===== config.mk =====
export PLATFORM = sky130hd
export DESIGN_NAME = ram_rd_fwd_mp
export DESIGN_NICKNAME = d
export VERILOG_FILES = /design/src/rtl/ram_rd_fwd_pkg.sv /design/src/rtl/ram_rd_fwd_merge.sv /design/src/rtl/ram_rd_fwd_mp.sv
export SDC_FILE = /design/constraint.sdc
export NUM_CORES = 1
export LEC_CHECK = 0
export ABC_AREA = 1
export CAP_MARGIN = 20
export CORE_MARGIN = 4
export CORE_UTILIZATION = 44
export CTS_CLUSTER_DIAMETER = 40
export DETAILED_ROUTE_END_ITERATION = 8
export GPL_TIMING_DRIVEN = 0
export PLACE_DENSITY_LB_ADDON = 0.05
export SLEW_MARGIN = 20
export SYNTH_ARGS = -nofsm -noshare
export SYNTH_HDL_FRONTEND = slang
export SYNTH_HIERARCHICAL = 1
export SYNTH_SLANG_ARGS = --single-unit

===== constraint.sdc =====
create_clock -name clk -period 3.55 [get_ports clk]
set_input_delay 0.5325 -clock clk [delete_from_list [all_inputs] [get_ports clk]]
set_output_delay 0.5325 -clock clk [all_outputs]
set_load 0.03 [all_outputs]

===== src/rtl/ram_rd_fwd_pkg.sv =====
// Shared types and helpers for the multi-port SRAM read-data forwarding block.
// RAM_RD_FWD_STAGE_T builds a stage record for arbitrary address/data widths.
package ram_rd_fwd_pkg;

  localparam int unsigned MAX_RD_LATENCY = 8;
  localparam int unsigned MAX_DATA_WIDTH = 64;

  // Default-width stage record; modules with other widths use the macro below
  localparam int unsigned FWD_ADDR_WIDTH = 4;
  localparam int unsigned FWD_DATA_WIDTH = 8;

  typedef struct packed {
    logic                      vld;
    logic [FWD_ADDR_WIDTH-1:0] addr;
    logic [FWD_DATA_WIDTH-1:0] mask;
    logic [FWD_DATA_WIDTH-1:0] data;
  } fwd_stage_t;

  // Accumulated forwarding state, zero-extended to the widest supported data
  typedef struct packed {
    logic [MAX_DATA_WIDTH-1:0] mask;
    logic [MAX_DATA_WIDTH-1:0] data;
  } merge_t;

  // Overlay one masked write onto accumulated forwarding state
  function automatic merge_t merge_bits(input logic [MAX_DATA_WIDTH-1:0] data,
                                        input logic [MAX_DATA_WIDTH-1:0] mask,
                                        input logic [MAX_DATA_WIDTH-1:0] wdata,
                                        input logic [MAX_DATA_WIDTH-1:0] wmask);
    merge_t r;
    r.mask = mask | wmask;
    r.data = (data & ~wmask) | (wdata & wmask);
    return r;
  endfunction

endpackage

`define RAM_RD_FWD_STAGE_T(aw, dw) struct packed { logic vld; logic [(aw)-1:0] addr; logic [(dw)-1:0] mask; logic [(dw)-1:0] data; }


===== src/rtl/ram_rd_fwd_merge.sv =====
// Combinational merge of all write ports into one forwarding stage.
// Ports are applied in ascending index so the higher port wins per bit.
module ram_rd_fwd_merge
  import ram_rd_fwd_pkg::*;
#(
  parameter int unsigned ADDR_WIDTH = 4,
  parameter int unsigned DATA_WIDTH = 8,
  parameter int unsigned NUM_WR     = 2
) (
  input  logic                         vld,
  input  logic [ADDR_WIDTH-1:0]        addr,
  input  logic [DATA_WIDTH-1:0]        mask_in,
  input  logic [DATA_WIDTH-1:0]        data_in,
  input  logic [NUM_WR-1:0]            wr_en,
  input  logic [NUM_WR*ADDR_WIDTH-1:0] wr_addr,
  input  logic [NUM_WR*DATA_WIDTH-1:0] wr_mask,
  input  logic [NUM_WR*DATA_WIDTH-1:0] wr_data,
  output logic [DATA_WIDTH-1:0]        mask_out_c,
  output logic [DATA_WIDTH-1:0]        data_out_c
);

  merge_t acc;

  // Fold every hitting write port into the stage, lowest index first
  always_comb begin
    acc.mask = MAX_DATA_WIDTH'(mask_in);
    acc.data = MAX_DATA_WIDTH'(data_in);
    for (int p = 0; p < int'(NUM_WR); p++) begin
      if (vld && wr_en[p] && (wr_addr[p*ADDR_WIDTH +: ADDR_WIDTH] == addr)) begin
        acc = merge_bits(acc.data, acc.mask,
                         MAX_DATA_WIDTH'(wr_data[p*DATA_WIDTH +: DATA_WIDTH]),
                         MAX_DATA_WIDTH'(wr_mask[p*DATA_WIDTH +: DATA_WIDTH]));
      end
    end
    mask_out_c = DATA_WIDTH'(acc.mask);
    data_out_c = DATA_WIDTH'(acc.data);
  end

endmodule


===== src/rtl/ram_rd_fwd_mp.sv =====
// Read-data forwarding for a pipelined SRAM with NUM_WR write ports.
// Each read in flight accumulates masked write data hitting its address and the
// result is overlaid on ram_rdata at return time, adding no latency.
// RD_LATENCY legal range 1..MAX_RD_LATENCY, NUM_WR legal range 1..4.
// Optional RAM_RD_FWD_STAT_EN adds saturating read/forward counters.
module ram_rd_fwd_mp
  import ram_rd_fwd_pkg::*;
#(
  parameter int unsigned RD_LATENCY   = 2,
  parameter int unsigned ADDR_WIDTH   = 4,
  parameter int unsigned DATA_WIDTH   = 8,
  parameter int unsigned NUM_WR       = 2,
  parameter int unsigned RAM_WR_FIRST = 0
) (
  input  logic                         clk,
  input  logic                         rst,
`ifdef RAM_RD_FWD_STAT_EN
  input  logic                         stat_clr,
  output logic [15:0]                  fwd_cnt,
  output logic [15:0]                  rd_cnt,
`endif
  input  logic [NUM_WR-1:0]            wr_en,
  input  logic [NUM_WR*ADDR_WIDTH-1:0] wr_addr,
  input  logic [NUM_WR*DATA_WIDTH-1:0] wr_mask,
  input  logic [NUM_WR*DATA_WIDTH-1:0] wr_data,
  input  logic                         rd_en,
  input  logic [ADDR_WIDTH-1:0]        rd_addr,
  input  logic [DATA_WIDTH-1:0]        ram_rdata,
  output logic                         rd_vld,
  output logic [DATA_WIDTH-1:0]        rd_data,
  output logic                         fwd_hit
);

  typedef `RAM_RD_FWD_STAGE_T(ADDR_WIDTH, DATA_WIDTH) stage_t;

  stage_t st_q [RD_LATENCY];
  stage_t st_d [RD_LATENCY];

  // Merge sources: index 0..RD_LATENCY-1 feed the stage registers,
  // index RD_LATENCY is the unregistered output cycle
  logic                  src_vld  [RD_LATENCY+1];
  logic [ADDR_WIDTH-1:0] src_addr [RD_LATENCY+1];
  logic [DATA_WIDTH-1:0] src_mask [RD_LATENCY+1];
  logic [DATA_WIDTH-1:0] src_data [RD_LATENCY+1];
  logic [DATA_WIDTH-1:0] m_mask   [RD_LATENCY+1];
  logic [DATA_WIDTH-1:0] m_data   [RD_LATENCY+1];

  // A write-first RAM already returns the issue-cycle write, so skip it here
  logic [NUM_WR-1:0] wr_en_s0;
  assign wr_en_s0 = (RAM_WR_FIRST != 0) ? '0 : wr_en;

  // Select each merge input: new read for stage 0, previous stage otherwise
  always_comb begin
    for (int s = 0; s <= int'(RD_LATENCY); s++) begin
      if (s == 0) begin
        src_vld[s]  = rd_en;
        src_addr[s] = rd_addr;
        src_mask[s] = '0;
        src_data[s] = '0;
      end else begin
        src_vld[s]  = st_q[s-1].vld;
        src_addr[s] = st_q[s-1].addr;
        src_mask[s] = st_q[s-1].mask;
        src_data[s] = st_q[s-1].data;
      end
    end
  end

  genvar g;
  generate
    for (g = 0; g <= int'(RD_LATENCY); g++) begin : g_merge
      ram_rd_fwd_merge #(
        .ADDR_WIDTH (ADDR_WIDTH),
        .DATA_WIDTH (DATA_WIDTH),
        .NUM_WR     (NUM_WR)
      ) u_merge (
        .vld        (src_vld[g]),
        .addr       (src_addr[g]),
        .mask_in    (src_mask[g]),
        .data_in    (src_data[g]),
        .wr_en      ((g == 0) ? wr_en_s0 : wr_en),
        .wr_addr    (wr_addr),
        .wr_mask    (wr_mask),
        .wr_data    (wr_data),
        .mask_out_c (m_mask[g]),
        .data_out_c (m_data[g])
      );
    end
  endgenerate

  // Next value of each stage register
  always_comb begin
    for (int s = 0; s < int'(RD_LATENCY); s++) begin
      st_d[s].vld  = src_vld[s];
      st_d[s].addr = src_addr[s];
      st_d[s].mask = m_mask[s];
      st_d[s].data = m_data[s];
    end
  end

  // Advance the read pipeline; reset discards reads in flight
  always_ff @(posedge clk or posedge rst) begin
    if (rst) begin
      for (int s = 0; s < int'(RD_LATENCY); s++) begin
        st_q[s] <= '0;
      end
    end else begin
      for (int s = 0; s < int'(RD_LATENCY); s++) begin
        st_q[s] <= st_d[s];
      end
    end
  end

  // Overlay forwarded bits on the RAM return in the same cycle
  always_comb begin
    rd_vld  = src_vld[RD_LATENCY];
    rd_data = '0;
    fwd_hit = 1'b0;
    if (rd_vld) begin
      rd_data = (m_mask[RD_LATENCY] & m_data[RD_LATENCY]) |
                (~m_mask[RD_LATENCY] & ram_rdata);
      fwd_hit = |m_mask[RD_LATENCY];
    end
  end

`ifdef RAM_RD_FWD_STAT_EN
  // Saturating read and forward-hit counters; clear beats increment
  always_ff @(posedge clk or posedge rst) begin
    if (rst) begin
      rd_cnt  <= '0;
      fwd_cnt <= '0;
    end else if (stat_clr) begin
      rd_cnt  <= '0;
      fwd_cnt <= '0;
    end else begin
      if (rd_vld && (rd_cnt != 16'hFFFF)) begin
        rd_cnt <= rd_cnt + 16'd1;
      end
      if (fwd_hit && (fwd_cnt != 16'hFFFF)) begin
        fwd_cnt <= fwd_cnt + 16'd1;
      end
    end
  end
`endif

endmodule


== After elaboration in Yosys (flattened, before gate mapping) ==
Index checks and enable logic that the tools add are counted.

* $add $sub $neg: 0
* Multipliers: 0
* Div/mod/pow operators: 0
* Order comparisons: 0
* Equal/unequal tests: 6
* Shifts and indexed selects: 0
* Muxes and demuxes: 8
* Bitwise gates (word level): 23
* Reductions and logical operators: 13

{| class="wikitable"
|+ Operators with widths
! operator !! count
|-
| $mux W72 || 6
|-
| $or A64 B64 Y64 || 5
|-
| $and A64 B64 Y64 || 3
|-
| $and A8 B64 Y64 || 2
|-
| $not A8 Y64 || 2
|-
| $or A8 B8 Y8 || 6
|-
| $and A8 B8 Y8 || 4
|-
| $eq A4 B4 Y1 || 6
|-
| $logic_and A1 B1 Y1 || 12
|-
| $mux W8 || 1
|-
| $not A8 Y8 || 1
|-
| $reduce_or A8 Y1 || 1
|-
| $mux W1 || 1
|}

* Bits in registers: 42
* Latch bits: 0
* Memory bits (writable): 0
* Memory bits (read-only): 0
* Output and inout port bits: 10
* Memories kept: 0

== Logic depth before layout (Yosys ltp) ==
* Depth in word-level cells: 11
* Depth in mapped cells: 11

== Cells and area by module ==
The synthesis kept the hierarchy.

{| class="wikitable"
|+ By module, submodules not included
! module !! times used !! cells an instance !! area each (sq um)
|-
| ram_rd_fwd_merge || 3 || 126 || 609.3
|-
| ram_rd_fwd_mp || 1 || 77 || 1202.4
|}

== Worst setup path after synthesis ==
Ideal clock, no wire load.

* Kind: flip-flop to output port
* From: reg st_q, in the netlist rd_vld
* To: out rd_data[7]
* Data arrival time: 1.949 ns
* Data required time: 3.017 ns
* Setup slack: 1.069 ns
* Stages on the path, launching flop included: 8
* Buffers on the path: 1
* Cell sequence: dfrtp_1 nand3_1 nor2_2 buf_8 nand3_1 nand3b_1 o21ai_0 a21oi_1

{| class="wikitable"
|+ RTL lines
! item !! RTL line !! text
|-
| start, declared || ram_rd_fwd_mp.sv:36 || <nowiki>stage_t st_q [RD_LATENCY];</nowiki>
|-
| start signal, assigned by index || ram_rd_fwd_mp.sv:109 || <nowiki>st_q[s] <= st_d[s];</nowiki>
|-
| end, declared || ram_rd_fwd_mp.sv:30 || <nowiki>output logic [DATA_WIDTH-1:0] rd_data,</nowiki>
|}

==> impl_metrics.json <==
{
  "status": "completed",
  "fin_ws_ns": 0.221,
  "first_pass_iters": 5,
  "finalMaxSlewViolations": 0,
  "powerDensity_nw_per_um2": 291,
  "synth.avg_cell_area_um2": 6.66,
  "path_class": "primary input to primary output",
  "start_kind": "primary input",
  "core_um2": 6530,
  "rsz0062_at_grt": "false",
  "h-tree-depth": 2,
  "cpMostUsedCell": "nor2_1",
  "tightest_slew_ns": 0.523,
  "ys.flop_type": "dfrtp_1",
  "whs_ns": 0.412,
  "total_leakage_power_uw": 0.00214,
  "clock_skew_ns": 0.00743,
  "critical_path.max_fanout": 10,
  "postCtsSetupBuffers": 0,
  "drt_wl_total_mm": 8.69,
  "rows": 29,
  "path_cells": "clkdlybuf4s50_1 -> inv_1 -> nand2_1 -> nand3_1 -> nor2_4 -> buf_8 -> nand3_1 -> nand3b_1 -> nor2_1 -> nand2_1 -> nor2_1 -> nor2_1 -> dlygate4sd2_1",
  "slowest_stage": "clkdlybuf4s50_1",
  "cp.arrival_ns": 2.80,
  "io_pins": 67,
  "clock_latency_ns": 0.30,
  "final_util_pct": 61.2,
  "grt_pass1_wl_mm": 14.2,
  "wl_per_cell_um": 14.0,
  "cp_num_buf_inv": 4,
  "numCtsBuffers": 5,
  "fin_crit_sh_pct": 93.8,
  "n_antenna_cell": 0,
  "grt_pass1_vias": 2884,
  "drive_gt1_share_pct": 10.5,
  "synth-seq-cells": 42,
  "mostFrequentLayoutCell": "nand2_1",
  "synth_cell_types": 17,
  "place_ws_ns": -0.147,
  "die_y_um": 91.0,
  "synth_edf_count": 0,
  "finalCriticalPeriod_ns": 3.33,
  "final_cell_mix": "113 x nand2_1, 81 x inv_1, 75 x nand3_1",
  "yosysSeqAreaShare_pct": 34.7,
  "cts_tree": "done",
  "clockBufferDepth": 2,
  "port-buffer-count": 66,
  "grt_max_degree": 23,
  "antenna_found_initial": 0,
  "irDropWorstVdd_mv": 0.172,
  "clockRootBuffer": "clkbuf_8",
  "ys_warn_count": 6,
  "crit_required_ns": 3.02,
  "initial_core_util_pct": 46.4,
  "dp_hpwl_mm": 6.32,
  "via_per_inst": 4.92,
  "dr_total_vias": 3062,
  "timing.fmax_mhz": 300,
  "cpPeakStageDelay_ns": 0.60,
  "slew_headroom_pct": 65.1,
  "dieWidth_um": 91.0,
  "netlist_area_um2": 3030,
  "clk_pin_slew_ns": 0.08,
  "cts.sinks": 42,
  "hold_violations": 0,
  "critPathTopFamily": "buffers and inverters",
  "setup_viol": 0,
  "ctsHoldBuffers": 0,
  "synthesis.instances": 455,
  "drv_cap": 0,
  "async_flop_share_pct": 100,
  "syn_to_final_growth_pct": 31.9,
  "ant_nets": 0,
  "hp-class": "flop to flop",
  "dieArea_um2": 8280,
  "overflow": 0,
  "setup_tns_ns": 0,
  "drc": 0,
  "cp-end-kind": "primary output",
  "gp_congestion": 0.880,
  "drt_iter0_drc": 142,
  "num-nets-final": 601,
  "gr-usage-all-layers_pct": 21.3
}
## stage by stage
| stage | power [µW] | cells | instance area (µm²) |
|---|---|---|---|
| 4_1_cts | 1170 | 622 | 3980 |
| 3_3_place_gp | 839 | 613 | 3840 |
| 5_1_grt | 1220 | 622 | 4000 |
| 6_report | 1160 | 622 | 4000 |
| 3_5_place_dp | 847 | 614 | 3870 |
| 2_1_floorplan | 693 | 470 | 3090 |
## state kept, by name, indices dropped and copies added (netlist names)
register,count
src_vld,1
src_addr,8
rd_vld,1
src_data,16
src_mask,16
## kinds of logic after synthesis
group | after synthesis | share of synthesized area (%)
AOI/OAI and AO/OA | 46 | 8.34
buffers and inverters | 94 | 13.5
DFF | 42 | 34.7
other | 1 | 0.124
and+or+nand+nor | 272 | 43.4
## what timing repair did
item                                   in CTS  in global routing
setup endpoints to repair                   9                  7
resized for setup                           6                  7
endpoints found under the hold margin       0                  0
## worst paths after layout
| kind | cells past startpoint | slack (ns) | to | from |
|---|---|---|---|---|
| worst max-delay path | 13 | 0.22 | fwd_hit | wr_addr[3] |
| worst min-delay path | 0 | 0.41 | src_addr[3] | src_addr[7] |
| worst max register to register | 8 | 1.95 | src_data[5] | src_addr[4] |
| worst min register to register | 0 | 0.41 | src_addr[3] | src_addr[7] |
| max in group asynchronous | 3 | 2.46 | src_data[14] | rst |
| min in group asynchronous | 2 | 0.59 | src_mask[10] | rst |
## where the power goes
group          switching (µW)  internal (µW)
Clock                     166            157
Combinational             182            137
Sequential               12.3            508
Total                     360            802
## cells in the mapped netlist (6+ instances only)
library cell,count,area [µm²]
o21ai_0,8,40.0
nand2_1,113,424
nand3b_1,24,180
nand2_2,9,56.3
inv_2,6,22.5
o21ai_1,6,30.0
nor2_1,30,113
nor2_2,12,75.1
dfrtp_1,42,1050
nand3_2,9,90.1
a21oi_1,26,130
nand3_1,75,375
a21oi_2,6,52.6
inv_1,82,308
## routing by layer
| metal | GRT usage (%) | vias to the layer above | routed length [µm] |
|---|---|---|---|
| li1 | - | 1601 | - |
| met4 | 4.65 | 0 | 57 |
| met5 | 0 | - | 0 |
| met1 | 27.2 | 1367 | 3800 |
| met2 | 37.3 | 87 | 4320 |
| met3 | 4.05 | 7 | 510 |
## area by class of cell
| type | instances | area, µm² |
|---|---|---|
| buffer | 6 | 78.8 |
| clock buffer | 7 | 86.3 |
| clock inverter | 1 | 5.00 |
| fill | 626 | 2530 |
| inverter | 88 | 330 |
| multi-input combinational | 334 | 1650 |
| sequential | 42 | 1050 |
| tap | 77 | 96.3 |
| timing repair buffer | 67 | 703 |
## worst reg2reg max path: stages, from the launching register on
cell and delay, ns:
dfrtp_1 0.43, inv_2 0.06, nand2_1 0.06, nand3_1 0.09
nor2_2 0.41, nand3_1 0.22, nand2_1 0.10, inv_1 0.04
a21oi_1 0.12
Power figures use the tool's default switching activity.
